==> config.mk <==
export PLATFORM = sky130hd
export DESIGN_NAME = ysyx_22050078_mem_arb
export DESIGN_NICKNAME = d
export VERILOG_FILES = /design/src/rtl/ysyx_22050078_mem_arb.sv
export SDC_FILE = /design/constraint.sdc
export NUM_CORES = 1
export LEC_CHECK = 0
export CAP_MARGIN = 20
export CORE_AREA = 8 8 204 206
export DETAILED_ROUTE_END_ITERATION = 12
export DIE_AREA = 0 0 212 214
export PLACE_DENSITY = 0.67
export SLEW_MARGIN = 30
export SYNTH_ARGS = -nofsm -noshare
export SYNTH_HDL_FRONTEND = slang
export SYNTH_SLANG_ARGS = --single-unit
==> constraint.sdc <==
create_clock -name clk -period 2.7 [get_ports clk]
set_clock_uncertainty 0.15 [all_clocks]
set_input_delay 0.405 -clock clk [delete_from_list [all_inputs] [get_ports clk]]
set_output_delay 0.405 -clock clk [all_outputs]
set_load 0.1 [all_outputs]
==> src/rtl/ysyx_22050078_mem_arb.sv <==
// Shares the single memory port between instruction fetch (IF) and load/store (LS), one transaction at a time.
// Define YSYX_22050078_ARB_RR_EN for round-robin arbitration; otherwise LS has fixed priority over IF.
module ysyx_22050078_mem_arb #(
   parameter int unsigned ADDR_W = 64,
   parameter int unsigned DATA_W = 64
) (
   input  logic                clk,
   input  logic                rst_n,
   input  logic                if_req_valid,
   input  logic [ADDR_W-1:0]   if_addr,
   output logic                if_req_ready,
   output logic                if_resp_valid,
   output logic [DATA_W-1:0]   if_rdata,
   input  logic                ls_req_valid,
   input  logic [ADDR_W-1:0]   ls_addr,
   input  logic                ls_wen,
   input  logic [DATA_W-1:0]   ls_wdata,
   input  logic [DATA_W/8-1:0] ls_wmask,
   output logic                ls_req_ready,
   output logic                ls_resp_valid,
   output logic [DATA_W-1:0]   ls_rdata,
   output logic                mem_req_valid,
   output logic [ADDR_W-1:0]   mem_addr,
   output logic                mem_wen,
   output logic [DATA_W-1:0]   mem_wdata,
   output logic [DATA_W/8-1:0] mem_wmask,
   input  logic                mem_req_ready,
   input  logic                mem_resp_valid,
   input  logic [DATA_W-1:0]   mem_rdata,
   output logic                busy
);

   localparam int unsigned MASK_W = DATA_W / 8;

   typedef enum logic [1:0] {S_IDLE, S_REQ, S_WAIT, S_RESP} state_e;
   typedef enum logic {OWN_IF, OWN_LS} owner_e;

   state_e              state_q, state_d;
   owner_e              owner_q, owner_d;
   logic [ADDR_W-1:0]   addr_q, addr_d;
   logic                wen_q, wen_d;
   logic [DATA_W-1:0]   wdata_q, wdata_d;
   logic [MASK_W-1:0]   wmask_q, wmask_d;
   logic [DATA_W-1:0]   if_rdata_q, if_rdata_d;
   logic [DATA_W-1:0]   ls_rdata_q, ls_rdata_d;
   logic                if_resp_q, if_resp_d;
   logic                ls_resp_q, ls_resp_d;
   logic                req_valid_q, req_valid_d;
   logic                busy_q, busy_d;
   logic                accept_c;
   logic                grant_ls_c;

   assign accept_c = (state_q == S_IDLE) && (if_req_valid || ls_req_valid);

`ifdef YSYX_22050078_ARB_RR_EN
   owner_e last_grant_q, last_grant_d;

   // On a tie, the requester not granted last time wins.
   assign grant_ls_c   = ls_req_valid && (!if_req_valid || (last_grant_q == OWN_IF));
   assign last_grant_d = accept_c ? (grant_ls_c ? OWN_LS : OWN_IF) : last_grant_q;

   always_ff @(posedge clk or negedge rst_n) begin
      if (!rst_n) last_grant_q <= OWN_LS;
      else        last_grant_q <= last_grant_d;
   end
`else
   assign grant_ls_c = ls_req_valid;
`endif

   // Next-state, latching and handshake decode.
   always_comb begin
      state_d      = state_q;
      owner_d      = owner_q;
      addr_d       = addr_q;
      wen_d        = wen_q;
      wdata_d      = wdata_q;
      wmask_d      = wmask_q;
      if_rdata_d   = if_rdata_q;
      ls_rdata_d   = ls_rdata_q;
      if_resp_d    = 1'b0;
      ls_resp_d    = 1'b0;
      req_valid_d  = req_valid_q;
      busy_d       = busy_q;
      if_req_ready = 1'b0;
      ls_req_ready = 1'b0;
      case (state_q)
         S_IDLE: begin
            if (accept_c) begin
               // Ready is gated by reset so every output reads 0 while reset is held.
               if_req_ready = rst_n && !grant_ls_c;
               ls_req_ready = rst_n && grant_ls_c;
               owner_d      = grant_ls_c ? OWN_LS : OWN_IF;
               addr_d       = grant_ls_c ? ls_addr : if_addr;
               wen_d        = grant_ls_c && ls_wen;
               wdata_d      = grant_ls_c ? ls_wdata : '0;
               wmask_d      = grant_ls_c ? ls_wmask : '0;
               req_valid_d  = 1'b1;
               busy_d       = 1'b1;
               state_d      = S_REQ;
            end
         end
         S_REQ: begin
            if (mem_req_ready) begin
               req_valid_d = 1'b0;
               state_d     = S_WAIT;
            end
         end
         S_WAIT: begin
            if (mem_resp_valid) begin
               if (owner_q == OWN_IF) begin
                  if_rdata_d = mem_rdata;
                  if_resp_d  = 1'b1;
               end else begin
                  ls_rdata_d = wen_q ? '0 : mem_rdata;
                  ls_resp_d  = 1'b1;
               end
               state_d = S_RESP;
            end
         end
         S_RESP: begin
            busy_d  = 1'b0;
            state_d = S_IDLE;
         end
         default: state_d = S_IDLE;
      endcase
   end

   always_ff @(posedge clk or negedge rst_n) begin
      if (!rst_n) begin
         state_q     <= S_IDLE;
         owner_q     <= OWN_IF;
         addr_q      <= '0;
         wen_q       <= 1'b0;
         wdata_q     <= '0;
         wmask_q     <= '0;
         if_rdata_q  <= '0;
         ls_rdata_q  <= '0;
         if_resp_q   <= 1'b0;
         ls_resp_q   <= 1'b0;
         req_valid_q <= 1'b0;
         busy_q      <= 1'b0;
      end else begin
         state_q     <= state_d;
         owner_q     <= owner_d;
         addr_q      <= addr_d;
         wen_q       <= wen_d;
         wdata_q     <= wdata_d;
         wmask_q     <= wmask_d;
         if_rdata_q  <= if_rdata_d;
         ls_rdata_q  <= ls_rdata_d;
         if_resp_q   <= if_resp_d;
         ls_resp_q   <= ls_resp_d;
         req_valid_q <= req_valid_d;
         busy_q      <= busy_d;
      end
   end

   assign if_resp_valid = if_resp_q;
   assign ls_resp_valid = ls_resp_q;
   assign if_rdata      = if_rdata_q;
   assign ls_rdata      = ls_rdata_q;
   assign mem_req_valid = req_valid_q;
   assign mem_addr      = addr_q;
   assign mem_wen       = wen_q;
   assign mem_wdata     = wdata_q;
   assign mem_wmask     = wmask_q;
   assign busy          = busy_q;

endmodule

---- Yosys cells after proc, flatten, opt, wreduce, memory -nomap -nowiden ----
Cells that the tools add are included.
word-level totals
  register bits ........................... 272
  output and inout bits ................... 271
  logic and storage cells ................. 57
cells by class
  muxes and demuxes ....................... 23
  bitwise gates (word level) .............. 1
  equality and inequality tests ........... 6
  reduce and logical (&&, ||, !) cells .... 15
operators with widths
  kind                  number
  $mux W64              3
  $mux W1               13
  $reduce_and A3 Y1     4
  $mux W8               1
  $pmux W2 S4           1
  $mux W2               3
  $ne A2 B2 Y1 const B  3
  $eq A2 B2 Y1 const B  2
  $logic_and A1 B1 Y1   4
  $pmux W1 S2           2
  $reduce_and A2 Y1     2
  $reduce_bool A2 Y1    2
  $eq A2 B1 Y1 const B  1
  $logic_not A2 Y1      1
  $logic_not A1 Y1      1
  $logic_or A1 B1 Y1    1
  $not A1 Y1            1

---- Longest topological paths before layout ----
Gate-level depths: netlist (run 1).
  word-level depth ........................ 4
  gate-level depth with buffers ........... 8

---- Worst setup path before layout (run 1) ----
No wires, ideal clock.
  kind .................................... register -> output
  start ................................... register state_q[0]
  end ..................................... output port if_req_ready
  stages on the path, launching flop included .. 6
  data arrival time ....................... 3.216 ns
  setup slack ............................. -1.071 ns
  required time ........................... 2.145 ns
  path through ............................ dfrtp_1 -> inv_1 -> ha_1 -> buf_2 -> nand3_1 -> nor3b_1
on the way
  longest elaborated chain between the ends .. 4
RTL lines
  element                 RTL line  text
  from (decl)             38        state_e state_q, state_d;
  from (signal assigned)  143       state_q <= state_d;
  $logic_not A2 Y1 (*)    53, 86
  $logic_and A1 B1 Y1     53        assign accept_c = (state_q == S_IDLE) && (if_req_valid || ls_req_valid);
  $mux W1                 88        if (accept_c) begin
  $mux W1 (*)             86        case (state_q)
  to (decl)               11        output logic if_req_ready,
Mark *: on every way between the ends. The rest lies on a longest branch, timed or not.

---- Worst setup path in the final report (run 1) ----
Ends and elaborated chain as after synthesis.

==> results of run 1 <==
-- timing repair --
action | in CTS | in global routing
setup endpoints to repair | 0 | 1
hold buffers | 2 | 0
endpoints found under the hold margin | 20 | 0
-- critical path: stages (launching register included) --
cell and delay (ps):
dfrtp_1 400, inv_1 140, ha_1 250, nand3_1 150
nor3b_2 270, buf_12 220
-- registers in the layout, indices dropped and copies added (netlist names) --
name / cells
busy: 1
if_rdata: 64
if_resp_valid: 1
ls_rdata: 64
ls_resp_valid: 1
mem_addr: 64
mem_req_valid: 1
mem_wdata: 64
mem_wen: 1
mem_wmask: 8
owner_q: 1
state_q: 2
-- worst max path at each step --
| stage | to | slack, ps | cells past startpoint |
|---|---|---|---|
| after global placement | state_q[1]$_DFFE_PN0P_ | 600 | 4 |
| after CTS | if_req_ready | 80 | 5 |
| after floorplan | if_req_ready | -120 | 5 |
| after detailed placement | state_q[1]$_DFFE_PN0P_ | 520 | 4 |
| final | if_req_ready | 160 | 5 |
| after global routing | if_req_ready | 10 | 5 |
-- metrics by stage --
stage,util (%),instances,cell area [um2],setup TNS (ps),hold WS (ps)
3_5_place_dp,43.3,2052,16600,0,115
4_1_cts,46.0,2107,17600,0,123
3_3_place_gp,43.3,2052,16600,0,114
5_1_grt,46.0,2107,17600,0,134
2_1_floorplan,-,1046,11200,-117,-40.6
6_report,46.0,2107,17600,0,157
-- cell type report --
class	count	area share, %
sequential	272	38.6
timing repair buffer	564	28.8
clock buffer	39	4.91
clock inverter	14	1.00
multi-input combinational	691	22.8
inverter	9	0.192
tap	518	3.68
-- cells by family (layout without fill, tap and decap cells) --
family	after synthesis	in the layout	share of synthesized area, %
AOI/OAI and AO/OA	136	136	6.19
adders and majority gates	5	5	0.560
buffers and inverters	83	626	3.45
DFF	272	272	60.9
muxes	131	131	12.5
and+or+nand+nor	419	419	16.4
-- metal layers --
layer | part of all wire, % | vias to the layer above | track usage [%]
li1 | - | 4509 | -
met1 | 40 | 4430 | 19.4
met2 | 49 | 368 | 28.3
met3 | 9.6 | 45 | 5.55
met4 | 1.9 | 0 | 3.99
met5 | 0 | - | 0
-- synth_stat cells, types with 5 or more instances --
master,n
buf_2,29
buf_4,8
clkbuf_1,34
dfrtp_1,272
ha_1,5
inv_1,5
mux2_1,65
mux2i_1,66
nand2_1,275
nand2b_1,64
nand3_1,75
o21ai_1,130
==> impl_metrics.env, run 1 <==
export IMPL_outcome="completed"
export IMPL_cts_tree="built"
export IMPL_grt_pass1_wl_um=59400
export IMPL_rows=72
export IMPL_drtIter0Drc=491
export IMPL_regToRegSetupSlack_ps=650
export IMPL_antenna_found_initial=0
export IMPL_synthFlopType="dfrtp_1"
export IMPL_drc_errors=0
export IMPL_synth_edf_count=0
export IMPL_insertedDiodeCount=0
export IMPL_wl_per_cell_um=18.3
export IMPL_synth_largest_area_cell="dfrtp_1"
export IMPL_drt_wl_total_um=38600
export IMPL_path_clk_slew_ps=60
export IMPL_cts_sinks=272
export IMPL_gr_total_overflow=0
export IMPL_layout_common_cells="279 x buf_4, 275 x nand2_1, 272 x dfrtp_1"
export IMPL_ys_seq_area_share_pct=60.9
export IMPL_cts_htree_levels=1
export IMPL_die_width_um=212
export IMPL_relSlewSlack_pct=39.4
export IMPL_post_cts_buffers=0
export IMPL_r2r_start="state_q[0]$_DFFE_PN0P_"
export IMPL_max_freq_ghz=0.394
export IMPL_cp_required_ps=2140
export IMPL_synth_net_count=1322
export IMPL_ys_ff_latch=272
export IMPL_critPathKind="flop to output pin"
export IMPL_fp_coreArea_um2=38300
export IMPL_first_pass_iters=4
export IMPL_dp_hpwl_um=29900
export IMPL_ys_warn_count=0
export IMPL_clockBufferDepth=3
export IMPL_drv_slew=0
export IMPL_areaGrowthSynthToFinish_pct=57.7
export IMPL_die_area_um2=45400
export IMPL_multi_input_area_um2=4010
export IMPL_min_period_ps=2540
export IMPL_postSynthAreaPerCell_um2=10.7
export IMPL_period_share_pct=94.1
export IMPL_cts_made_buffers=30
export IMPL_root_buffer="clkbuf_16"
export IMPL_cp_start_kind="flop"
export IMPL_fillers=3570
export IMPL_cts_resized=0
export IMPL_layout_drive_gt1_share_pct=22.2
export IMPL_crit_fanout=5
export IMPL_cp_arrival_ps=1980
export IMPL_grtUsageTotal_pct=16.4
export IMPL_ios=542
export IMPL_first_global_vias=9952
export IMPL_maxCapViolations=0
export IMPL_synth_top_area_share_pct=60.9
export IMPL_io_buffers=541
export IMPL_ant_nets=0
export IMPL_gp_congestion=0.788
export IMPL_r2r_end="mem_addr[11]$_DFFE_PN0P_"
export IMPL_critPathCaptureType="output pin"
export IMPL_via_per_inst=4.44
export IMPL_crit_path_start="state_q[0]$_DFFE_PN0P_"
export IMPL_synthDistinctLibCells=23
export IMPL_yosys_top_cells_area="dfrtp_1 61%, nand2_1 9.2%, mux2_1 6.6%, mux2i_1 5.9%, o21ai_1 5.8%"
export IMPL_async_flop_share_pct=100
export IMPL_rsz0062_at_grt="no"
export IMPL_dp_slack_ps=518
export IMPL_layout_commonest_cell="buf_4"
export IMPL_tightest_slew_ps=909
export IMPL_setup_ws_ps=160
export IMPL_postSynthCellCount=1046
export IMPL_nets=1844
export IMPL_route_vias_total=9352
export IMPL_hold_class="input port to async pin"
export IMPL_rr_worst_depth=7
export IMPL_start_util_pct=29.2
export IMPL_die_y_um=214
export IMPL_insertion_delay_ps=550
export IMPL_synth_area_um2=11200
export IMPL_hold_viol=0
export IMPL_register_area_um2=6810
export IMPL_grt_max_degree=150
export IMPL_finalSetupViolCount=0
Power of run 1 is not shown: default switching activity piles up to over one toggle a cycle in this logic, so the estimate is an artifact.
==> inputs of run 2 (changes only) <==
- ABC_CLOCK_PERIOD_IN_PS: unset -> 2700
- SLEW_MARGIN: 30 -> 20
==> results of run 2 <==
No change in the layout: final DEF, timing and power equal those of run 1.
Power of run 2 is left out for the same reason.
==> inputs of run 3 (changes only) <==
- ABC_CLOCK_PERIOD_IN_PS: 2700 -> unset
- CORE_AREA: 8 8 204 206 -> 8 8 205 207
- DIE_AREA: 0 0 212 214 -> 0 0 213 215
- PLACE_DENSITY: 0.67 -> 0.66
- clock period: 2.7 -> 2.63 ns (I/O delays scaled with it)
==> run 3 against run 2 <==
Compared with the run above: wire length increased by 1.6%; core utilization shrank 1.0 points; critical path depth stayed put; worst setup slack worse by 18 ps; largest cell class unchanged.
==> impl_metrics.env, run 3 (synthesis results as in run 1) <==
export IMPL_layout_drive_gt1_share_pct=21.8
export IMPL_r2r_start="state_q[0]$_DFFE_PN0P_"
export IMPL_route_vias_total=9338
export IMPL_drc_errors=0
export IMPL_fin_hold_ws_ps=144
export IMPL_max_freq_ghz=0.402
export IMPL_clockBufferDepth=3
export IMPL_finalSetupViolCount=0
export IMPL_drt_wl_total_um=39200
export IMPL_cts_htree_levels=1
export IMPL_nets=1841
export IMPL_cts_tree="built"
export IMPL_ios=542
export IMPL_io_buffers=541
export IMPL_relSlewSlack_pct=30.6
export IMPL_dp_hpwl_um=29900
export IMPL_rr_worst_depth=5
export IMPL_critPathCaptureType="output pin"
export IMPL_cts_made_buffers=31
export IMPL_hold_viol=0
export IMPL_via_per_inst=4.42
export IMPL_cp_required_ps=2090
export IMPL_first_pass_iters=5
export IMPL_gp_congestion=0.815
export IMPL_cp_start_kind="flop"
export IMPL_die_area_um2=45800
export IMPL_period_share_pct=94.6
export IMPL_critPathKind="flop to output pin"
export IMPL_root_buffer="clkbuf_16"
export IMPL_crit_fanout=5
export IMPL_wl_per_cell_um=18.5
export IMPL_grt_max_degree=166
export IMPL_drv_slew=0
export IMPL_fp_coreArea_um2=39000
export IMPL_insertion_delay_ps=570
export IMPL_die_width_um=213
export IMPL_path_clk_slew_ps=60
export IMPL_antenna_found_initial=3
export IMPL_layout_commonest_cell="buf_4"
export IMPL_layout_common_cells="277 x buf_4, 275 x nand2_1, 272 x dfrtp_1"
export IMPL_gr_total_overflow=0
export IMPL_ant_nets=0
export IMPL_cts_sinks=272
export IMPL_r2r_end="if_rdata[11]$_DFFE_PN0P_"
export IMPL_cp_arrival_ps=1940
export IMPL_grtUsageTotal_pct=16.5
export IMPL_regToRegSetupSlack_ps=640
export IMPL_min_period_ps=2490
export IMPL_start_util_pct=28.6
export IMPL_rsz0062_at_grt="no"
export IMPL_areaGrowthSynthToFinish_pct=57.1
export IMPL_die_y_um=215
export IMPL_drtIter0Drc=471
export IMPL_tightest_slew_ps=1040
export IMPL_final_core_util_pct=45.0
export IMPL_grt_pass1_wl_um=59700
export IMPL_outcome="completed"
export IMPL_maxCapViolations=0
export IMPL_rows=73
export IMPL_hold_class="input port to async pin"
export IMPL_first_global_vias=10100
-- run 3: cell count changes in the layout (fill, tap and decap cells not counted), sizes merged --
cell,delta
bufinv,-2
inv,+2
clkbuf,+8
clkinv,-5
diode,+1
clkinvlp,-1
buf,-4
-- run 3: repair_timing --
action,in CTS,in global routing
setup endpoints to repair,1,1
resized for setup,2,3
buffers inserted,1,0
pin swaps,2,1
hold buffers,2,0
hold endpoints to repair,164,0
-- run 3: final cells by class --
| cell class | instances | area [um2] |
|---|---|---|
| Clock buffer | 47 | 896 |
| Clock inverter | 8 | 97.6 |
| Tap cell | 525 | 657 |
| Antenna cell | 1 | 2.50 |
| Multi-Input combinational cell | 691 | 4030 |
| Fill cell | 3699 | 21400 |
| Sequential cell | 272 | 6810 |
| Inverter | 9 | 33.8 |
| Timing Repair Buffer | 560 | 5030 |
-- run 3: per-stage QoR --
stage | TNS, ps | worst slack [ps] | instance area [um2] | std cells
final | 0 | 142 | 17600 | 2113
after CTS | 0 | 20.6 | 17500 | 2112
after floorplan | -177 | -177 | 11200 | 1046
after global placement | 0 | 496 | 16500 | 2054
after global routing | 0 | 41.7 | 17600 | 2112
after detailed placement | 0 | 465 | 16500 | 2054
-- run 3: worst max-delay path, cell delays in order (launching register included) --
cell,delay [ps]
dfrtp_1,420
inv_2,140
ha_4,170
nand3_1,110
nor3b_2,320
buf_12,220
-- run 3: routing by layer --
metal / global-route usage [%] / vias to the layer above / share of wire [%]
met5: 0 / - / 0.11
li1: - / 4507 / -
met4: 5.22 / 6 / 2.8
met2: 27.8 / 387 / 47
met1: 19.2 / 4370 / 39
met3: 6.21 / 68 / 11
-- run 3: worst max path at each step --
stage,depth (start not counted),endpoint,slack (ps),from
2_1_floorplan,5,if_req_ready,-180,state_q[0]$_DFFE_PN0P_
6_report,5,if_req_ready,140,state_q[1]$_DFFE_PN0P_
3_5_place_dp,4,if_rdata[11]$_DFFE_PN0P_,460,mem_resp_valid
4_1_cts,5,if_req_ready,20,state_q[1]$_DFFE_PN0P_
3_3_place_gp,5,if_req_ready,500,state_q[0]$_DFFE_PN0P_
5_1_grt,5,if_req_ready,40,state_q[0]$_DFFE_PN0P_
Power of run 3 is left out for the same reason.
